$ cat src/rtl/reg_alu_seq.sv
// Multi-cycle register-to-register command sequencer between a 2R/1W register
// file and an external ALU, with a Start/Busy/Done handshake.
module reg_alu_seq #(
  parameter int unsigned DATA_W = 32,
  parameter int unsigned ADDR_W = 5
) (
  input  logic              i_clk,
  input  logic              i_rst_n,
  input  logic              i_start,
  input  logic [1:0]        i_cmd,
  input  logic [ADDR_W-1:0] i_rs,
  input  logic [ADDR_W-1:0] i_rt,
  input  logic [ADDR_W-1:0] i_rd,
  input  logic [2:0]        i_op,
  input  logic [DATA_W-1:0] i_imm,
  output logic [ADDR_W-1:0] o_r_addr_c,
  output logic [ADDR_W-1:0] o_r_addr_b,
  input  logic [DATA_W-1:0] i_r_data_c,
  input  logic [DATA_W-1:0] i_r_data_b,
  output logic [ADDR_W-1:0] o_w_addr,
  output logic [DATA_W-1:0] o_w_data,
  output logic              o_write_reg,
  output logic [DATA_W-1:0] o_alu_a,
  output logic [DATA_W-1:0] o_alu_b,
  output logic [2:0]        o_alu_op,
  input  logic [DATA_W-1:0] i_alu_f,
  input  logic              i_alu_zf,
  output logic              o_busy,
  output logic              o_done,
  output logic              o_err,
  output logic [DATA_W-1:0] o_result,
  output logic              o_zf
);

  localparam logic [1:0] CMD_ALU   = 2'b00;
  localparam logic [1:0] CMD_LOADI = 2'b01;
  localparam logic [1:0] CMD_MOVE  = 2'b10;
  localparam logic [1:0] CMD_RSV   = 2'b11;

  typedef enum logic [2:0] {
    S_IDLE = 3'd0,
    S_RD   = 3'd1,
    S_EX   = 3'd2,
    S_WB   = 3'd3,
    S_DONE = 3'd4
  } state_t;

  state_t              r_state;
  state_t              w_state_nxt;
  logic                w_accept;
  logic [ADDR_W-1:0]   w_rd_nxt;
  logic [1:0]          r_cmd;
  logic [ADDR_W-1:0]   r_rs;
  logic [ADDR_W-1:0]   r_rt;
  logic [ADDR_W-1:0]   r_rd;
  logic [2:0]          r_op;
  logic [DATA_W-1:0]   r_alu_a;
  logic [DATA_W-1:0]   r_alu_b;
  logic [2:0]          r_alu_op;
  logic [DATA_W-1:0]   r_result;
  logic                r_zf;
  logic                r_err;
  logic                r_busy;
  logic                r_done;
  logic                r_write_reg;

  assign w_accept = (r_state == S_IDLE) && i_start;
  assign w_rd_nxt = w_accept ? i_rd : r_rd;

  always_ff @(posedge i_clk or negedge i_rst_n) begin
    if (!i_rst_n) r_state <= S_IDLE;
    else          r_state <= w_state_nxt;
  end

  always_comb begin
    w_state_nxt = r_state;
    case (r_state)
      S_IDLE: begin
        if (i_start) begin
          case (i_cmd)
            CMD_LOADI: w_state_nxt = S_WB;
            CMD_RSV:   w_state_nxt = S_DONE;
            default:   w_state_nxt = S_RD;
          endcase
        end
      end
      S_RD:    w_state_nxt = (r_cmd == CMD_ALU) ? S_EX : S_WB;
      S_EX:    w_state_nxt = S_WB;
      S_WB:    w_state_nxt = S_DONE;
      S_DONE:  w_state_nxt = S_IDLE;
      default: w_state_nxt = S_IDLE;
    endcase
  end

  // Command latches, operand capture and result tracking
  always_ff @(posedge i_clk or negedge i_rst_n) begin
    if (!i_rst_n) begin
      r_cmd       <= '0;
      r_rs        <= '0;
      r_rt        <= '0;
      r_rd        <= '0;
      r_op        <= '0;
      r_alu_a     <= '0;
      r_alu_b     <= '0;
      r_alu_op    <= '0;
      r_result    <= '0;
      r_zf        <= 1'b0;
      r_err       <= 1'b0;
      r_busy      <= 1'b0;
      r_done      <= 1'b0;
      r_write_reg <= 1'b0;
    end else begin
      r_busy      <= (w_state_nxt != S_IDLE);
      r_done      <= (w_state_nxt == S_DONE);
      // r0 is hard-wired zero, so a write to it is suppressed
      r_write_reg <= (w_state_nxt == S_WB) && (w_rd_nxt != '0);
      if (w_accept) begin
        r_cmd <= i_cmd;
        r_rs  <= i_rs;
        r_rt  <= i_rt;
        r_rd  <= i_rd;
        r_op  <= i_op;
        r_err <= (i_cmd == CMD_RSV);
        if (i_cmd == CMD_LOADI) r_result <= i_imm;
      end
      if (r_state == S_RD) begin
        // Operands are only presented to the ALU for ALU commands
        if (r_cmd == CMD_ALU) begin
          r_alu_a  <= i_r_data_c;
          r_alu_b  <= i_r_data_b;
          r_alu_op <= r_op;
        end else if (r_cmd == CMD_MOVE) begin
          r_result <= i_r_data_c;
        end
      end
      if (r_state == S_EX) begin
        r_result <= i_alu_f;
        r_zf     <= i_alu_zf;
      end
    end
  end

  assign o_r_addr_c  = r_rs;
  assign o_r_addr_b  = r_rt;
  assign o_w_addr    = r_rd;
  assign o_w_data    = r_result;
  assign o_write_reg = r_write_reg;
  assign o_alu_a     = r_alu_a;
  assign o_alu_b     = r_alu_b;
  assign o_alu_op    = r_alu_op;
  assign o_busy      = r_busy;
  assign o_done      = r_done;
  assign o_err       = r_err;
  assign o_result    = r_result;
  assign o_zf        = r_zf;

endmodule

$ cat config.mk
export PLATFORM = sky130hd
export DESIGN_NAME = reg_alu_seq
export DESIGN_NICKNAME = d
export VERILOG_FILES = /design/src/rtl/reg_alu_seq.sv
export SDC_FILE = /design/constraint.sdc
export NUM_CORES = 1
export LEC_CHECK = 0
export ABC_CLOCK_PERIOD_IN_PS = 1500
export BUFFER_PORTS_ARGS = -buffer_cell sky130_fd_sc_hd__buf_2
export CORE_MARGIN = 1
export CORE_UTILIZATION = 42
export CTS_BUF_LIST = sky130_fd_sc_hd__clkbuf_8
export DETAILED_ROUTE_END_ITERATION = 16
export GPL_TIMING_DRIVEN = 0
export PLACE_DENSITY = 0.84
export RECOVER_POWER = 100
export REMOVE_ABC_BUFFERS = 1
export SYNTH_ARGS = -nofsm -noshare
export SYNTH_HDL_FRONTEND = slang
export SYNTH_SLANG_ARGS = --single-unit
$ cat constraint.sdc
create_clock -name i_clk -period 1.5 [get_ports i_clk]
set_input_delay 0.45 -clock i_clk [delete_from_list [all_inputs] [get_ports i_clk]]
set_output_delay 0.45 -clock i_clk [all_outputs]
set_load 0.01 [all_outputs]
==> results.sh <==
export IMPL_design_die_area_um2=14400
export IMPL_hold_viol_final=0
export IMPL_core_area_um2=13400
export IMPL_maximum_number_of_pins_on_one_net_before_global_route_repair=79
export IMPL_synth_cell_type_count=32
export IMPL_initial_core_util_pct=43.6
export IMPL_layout_min_cycle_time_ns=1.75
export IMPL_clock_insertion_delay_worst_skew_ns=0.44
export IMPL_antenna_found_initial=0
export IMPL_initialDrtViolationCount=322
export IMPL_drtAntennaViolNets=0
export IMPL_critPathTopFamily="simple AND/OR/NAND/NOR gates"
export IMPL_vdd_ir_drop_worst_uv=1260
export IMPL_synth_seq_area_share_pct=54.4
export IMPL_design_final_nets=941
export IMPL_critical_path_buf_inv_count=3
export IMPL_syn_instance_count=473
export IMPL_worst_slew_pin_slew_ns=0.723
export IMPL_syn_cell_area_um2=5840
export IMPL_globalRouteOverflowTotal=0
export IMPL_first_global_vias=5435
export IMPL_clk_path_buf_depth=2
export IMPL_io_pin_count=303
export IMPL_clock_tree_htree_level_count=4
export IMPL_timing_hold_worst_class="in -> reg"
export IMPL_dp_hpwl_um=11000
export IMPL_cp_startpoint="r_state[1]"
export IMPL_r2r_start="r_state[1]"
export IMPL_drt_first_pass_iters=4
export IMPL_final_period_utilization_pct=117
export IMPL_cellPowerDensity_nw_per_um2=2280
export IMPL_synthesis_yosys_warnings=0
export IMPL_path_max_fanout=6
export IMPL_crit_path_top_delay_cell="sky130_fd_sc_hd__dfrtp_2"
export IMPL_share_of_layout_cells_above_drive_strength_1_pct=65.5
export IMPL_timing_critical_path_arrival_ns=2.10
export IMPL_timing_critical_path_depth=7
export IMPL_max_slew_margin_rel_pct=51.8
export IMPL_num_vias=5289
export IMPL_gp_congestion=0.758
export IMPL_setup_viol=120
export IMPL_post_synth_cell_area_avg_um2=12.3
export IMPL_cts_tree="done"
export IMPL_syn_to_final_growth_pct=49.1
export IMPL_post_route_worst_setup_slack_ns=-0.253
export IMPL_io_buffer_count=302
export IMPL_clock_root_buffer="sky130_fd_sc_hd__clkbuf_8"
export IMPL_avgViaCountPerCell=5.41
export IMPL_total_power_uw=19800
export IMPL_maxCapViolations=0
export IMPL_clock_skew_ns=0.0127
export IMPL_status="finished with violations"
export IMPL_antenna_diode_count=0
export IMPL_timing_critical_path_slowest_cell_delay_ns=0.48
export IMPL_timing_critical_path_to_type="flip-flop"
export IMPL_fmaxAchievable_ghz=0.570
export IMPL_cts_buffers=17
export IMPL_r2r_cells=7
export IMPL_drt_wl_total_um=20200
export IMPL_die_x_um=120
export IMPL_die_height_um=120
export IMPL_final_setup_tns_ns=-24.06
export IMPL_timing_critical_path_required_ns=1.85
export IMPL_cts_reportedPaths_clkPinSlew_ns=0.07
export IMPL_failing_checks="setup timing"
export IMPL_leakage_uw=0.00443
export IMPL_criticalPathCategory="reg -> reg"
export IMPL_timing_critical_path_from_type="flip-flop"
export IMPL_drc=0
export IMPL_cts_sink_count=127
export IMPL_total_count_of_max_transition_violations_in_the_final_report=0
export IMPL_critical_path_capture_point="o_result[10]"
export IMPL_postSynthRegisterBits=127
export IMPL_grt_pass1_wl_um=29800
export IMPL_grt_use_total_pct=28.0
export IMPL_core_rowCount=42
export IMPL_timing_critical_path_cells="nor4b_4 -> buf_8 -> buf_16 -> buf_12 -> and3_1 -> a211oi_2 -> o21ai_1"
export IMPL_routedWlPerCell_um=20.6
export IMPL_reg2reg_setup_slack_ns=-0.25
export IMPL_regToRegEndpoint="o_result[10]"
export IMPL_grt_setup_unrepaired="yes"
[stage by stage]
step                      cells  cell area [um2]  setup slack, ns  hold slack (ns)  utilization (%)
after floorplan             409             5370            -1.88            0.154                -
after global placement      887             7100            -3.77            0.460             53.0
after detailed placement    892             7210            -1.59            0.419             53.8
after CTS                   961             8470           -0.247            0.178             63.2
after global routing        978             8700           -0.314            0.178             64.9
final                       978             8700           -0.253            0.209             64.9
[layer usage]
layer  wire [um]  up-vias  track usage [%]  share of wire [%]
li1            -     2290                -                  -
met1        8000     2659             33.4                 40
met2       10200      303             47.9                 51
met3        1550       37             6.80                7.7
met4         420        0             11.9                2.1
met5           0        -                0                  0
[timing repair]
item / CTS / global route
gates resized for setup: 101 / 39
hold endpoints to repair: 49 / 0
buffers inserted: 25 / 21
gates cloned: 11 / 1
setup endpoints to repair: 125 / 148
hold buffers: 1 / 0
pin swaps: 63 / 5
[cell families (layout without fill, tap and decap cells)]
logic type      Yosys count  count (layout)  synth area share (%)
mux                      87              87                  18.7
compound gates          104             104                  10.5
simple gates             90              99                  8.30
flops                   127             127                  54.4
buf+inv                  65             385                  8.08
[worst min-delay path by stage]
stage / startpoint / end / slack (ns) / cells after the start
floorplan: i_rst_n / o_alu_a[0] / 0.15 / 0
global placement: o_zf / o_zf / 0.46 / 2
detailed placement: i_rst_n / o_w_addr[2] / 0.42 / 1
CTS: i_alu_zf / o_zf / 0.18 / 3
global route: i_alu_zf / o_zf / 0.18 / 3
finish: i_alu_zf / o_zf / 0.21 / 3
[worst reg2reg max path, delay by kind of cell (launching register included)]
| kind | cells | cell delay (ns) |
|---|---|---|
| and+or+nand+nor | 2 | 0.52 |
| DFF | 1 | 0.48 |
| buffers and inverters | 3 | 0.47 |
| AOI/OAI and AO/OA | 2 | 0.21 |
[where the power goes]
group,leakage [uW],internal (uW),switching [uW]
clock network,0.000216,1810,1360
logic,0.00268,5390,4850
registers,0.00153,5190,1230
[final cells by class]
class	count	area, um2
fill	1009	4700
inverter	1	3.75
clock inverter	11	139
timing repair buffer	352	2170
clock buffer	21	289
tap	176	220
multi-input combinational	290	2700
sequential	127	3180
[Yosys cell counts]
library cell | n | area [um2]
sky130_fd_sc_hd__nand2b_1 | 2 | 12.5
sky130_fd_sc_hd__nor2_1 | 4 | 15.0
sky130_fd_sc_hd__o211a_1 | 1 | 10.0
sky130_fd_sc_hd__nor4_1 | 1 | 6.26
sky130_fd_sc_hd__o21a_1 | 1 | 7.51
sky130_fd_sc_hd__buf_12 | 4 | 80.1
sky130_fd_sc_hd__clkbuf_1 | 13 | 48.8
sky130_fd_sc_hd__nor2b_1 | 1 | 6.26
sky130_fd_sc_hd__or4_1 | 1 | 7.51
sky130_fd_sc_hd__a21boi_0 | 1 | 7.51
sky130_fd_sc_hd__buf_2 | 4 | 20.0
sky130_fd_sc_hd__dfrtp_1 | 127 | 3180
sky130_fd_sc_hd__mux2_4 | 30 | 450
sky130_fd_sc_hd__mux2_2 | 57 | 642
sky130_fd_sc_hd__and3_1 | 32 | 200
sky130_fd_sc_hd__a211oi_1 | 32 | 240
sky130_fd_sc_hd__nand3_1 | 1 | 5.00
sky130_fd_sc_hd__nor3b_1 | 1 | 7.51
sky130_fd_sc_hd__nor4b_2 | 1 | 15.0
sky130_fd_sc_hd__o21ai_0 | 36 | 180
sky130_fd_sc_hd__buf_1 | 1 | 3.75
sky130_fd_sc_hd__and2b_4 | 1 | 10.0
sky130_fd_sc_hd__or3_1 | 1 | 6.26
sky130_fd_sc_hd__or2_2 | 1 | 6.26
sky130_fd_sc_hd__nand2_1 | 40 | 150
sky130_fd_sc_hd__a21oi_1 | 3 | 15.0
sky130_fd_sc_hd__o21ai_1 | 30 | 150
sky130_fd_sc_hd__buf_4 | 42 | 315
sky130_fd_sc_hd__inv_1 | 1 | 3.75
sky130_fd_sc_hd__nor4b_4 | 1 | 23.8
sky130_fd_sc_hd__and2_1 | 1 | 6.26
sky130_fd_sc_hd__nand4_1 | 1 | 6.26
[placed cells by master, fill, tap and decap left out, types with 3 or more instances in the layout]
| master | synthesis | final |
|---|---|---|
| sky130_fd_sc_hd__a21oi_1 | 3 | 3 |
| sky130_fd_sc_hd__buf_6 | 0 | 6 |
| sky130_fd_sc_hd__mux2_4 | 30 | 70 |
| sky130_fd_sc_hd__clkinvlp_4 | 0 | 3 |
| sky130_fd_sc_hd__o21ai_1 | 30 | 41 |
| sky130_fd_sc_hd__buf_12 | 4 | 13 |
| sky130_fd_sc_hd__nand2_1 | 40 | 37 |
| sky130_fd_sc_hd__clkbuf_8 | 0 | 21 |
| sky130_fd_sc_hd__nand2_8 | 0 | 4 |
| sky130_fd_sc_hd__and2b_4 | 1 | 4 |
| sky130_fd_sc_hd__inv_1 | 1 | 3 |
| sky130_fd_sc_hd__bufinv_16 | 0 | 3 |
| sky130_fd_sc_hd__dfrtp_2 | 0 | 3 |
| sky130_fd_sc_hd__buf_4 | 42 | 25 |
| sky130_fd_sc_hd__a211oi_2 | 0 | 32 |
| sky130_fd_sc_hd__buf_16 | 0 | 3 |
| sky130_fd_sc_hd__nor2_1 | 4 | 3 |
| sky130_fd_sc_hd__and3_1 | 32 | 31 |
| sky130_fd_sc_hd__buf_2 | 4 | 300 |
| sky130_fd_sc_hd__o21ai_0 | 36 | 24 |
| sky130_fd_sc_hd__dfrtp_1 | 127 | 124 |
| sky130_fd_sc_hd__mux2_2 | 57 | 17 |
Note: power is estimated with default switching activity, not from simulation.
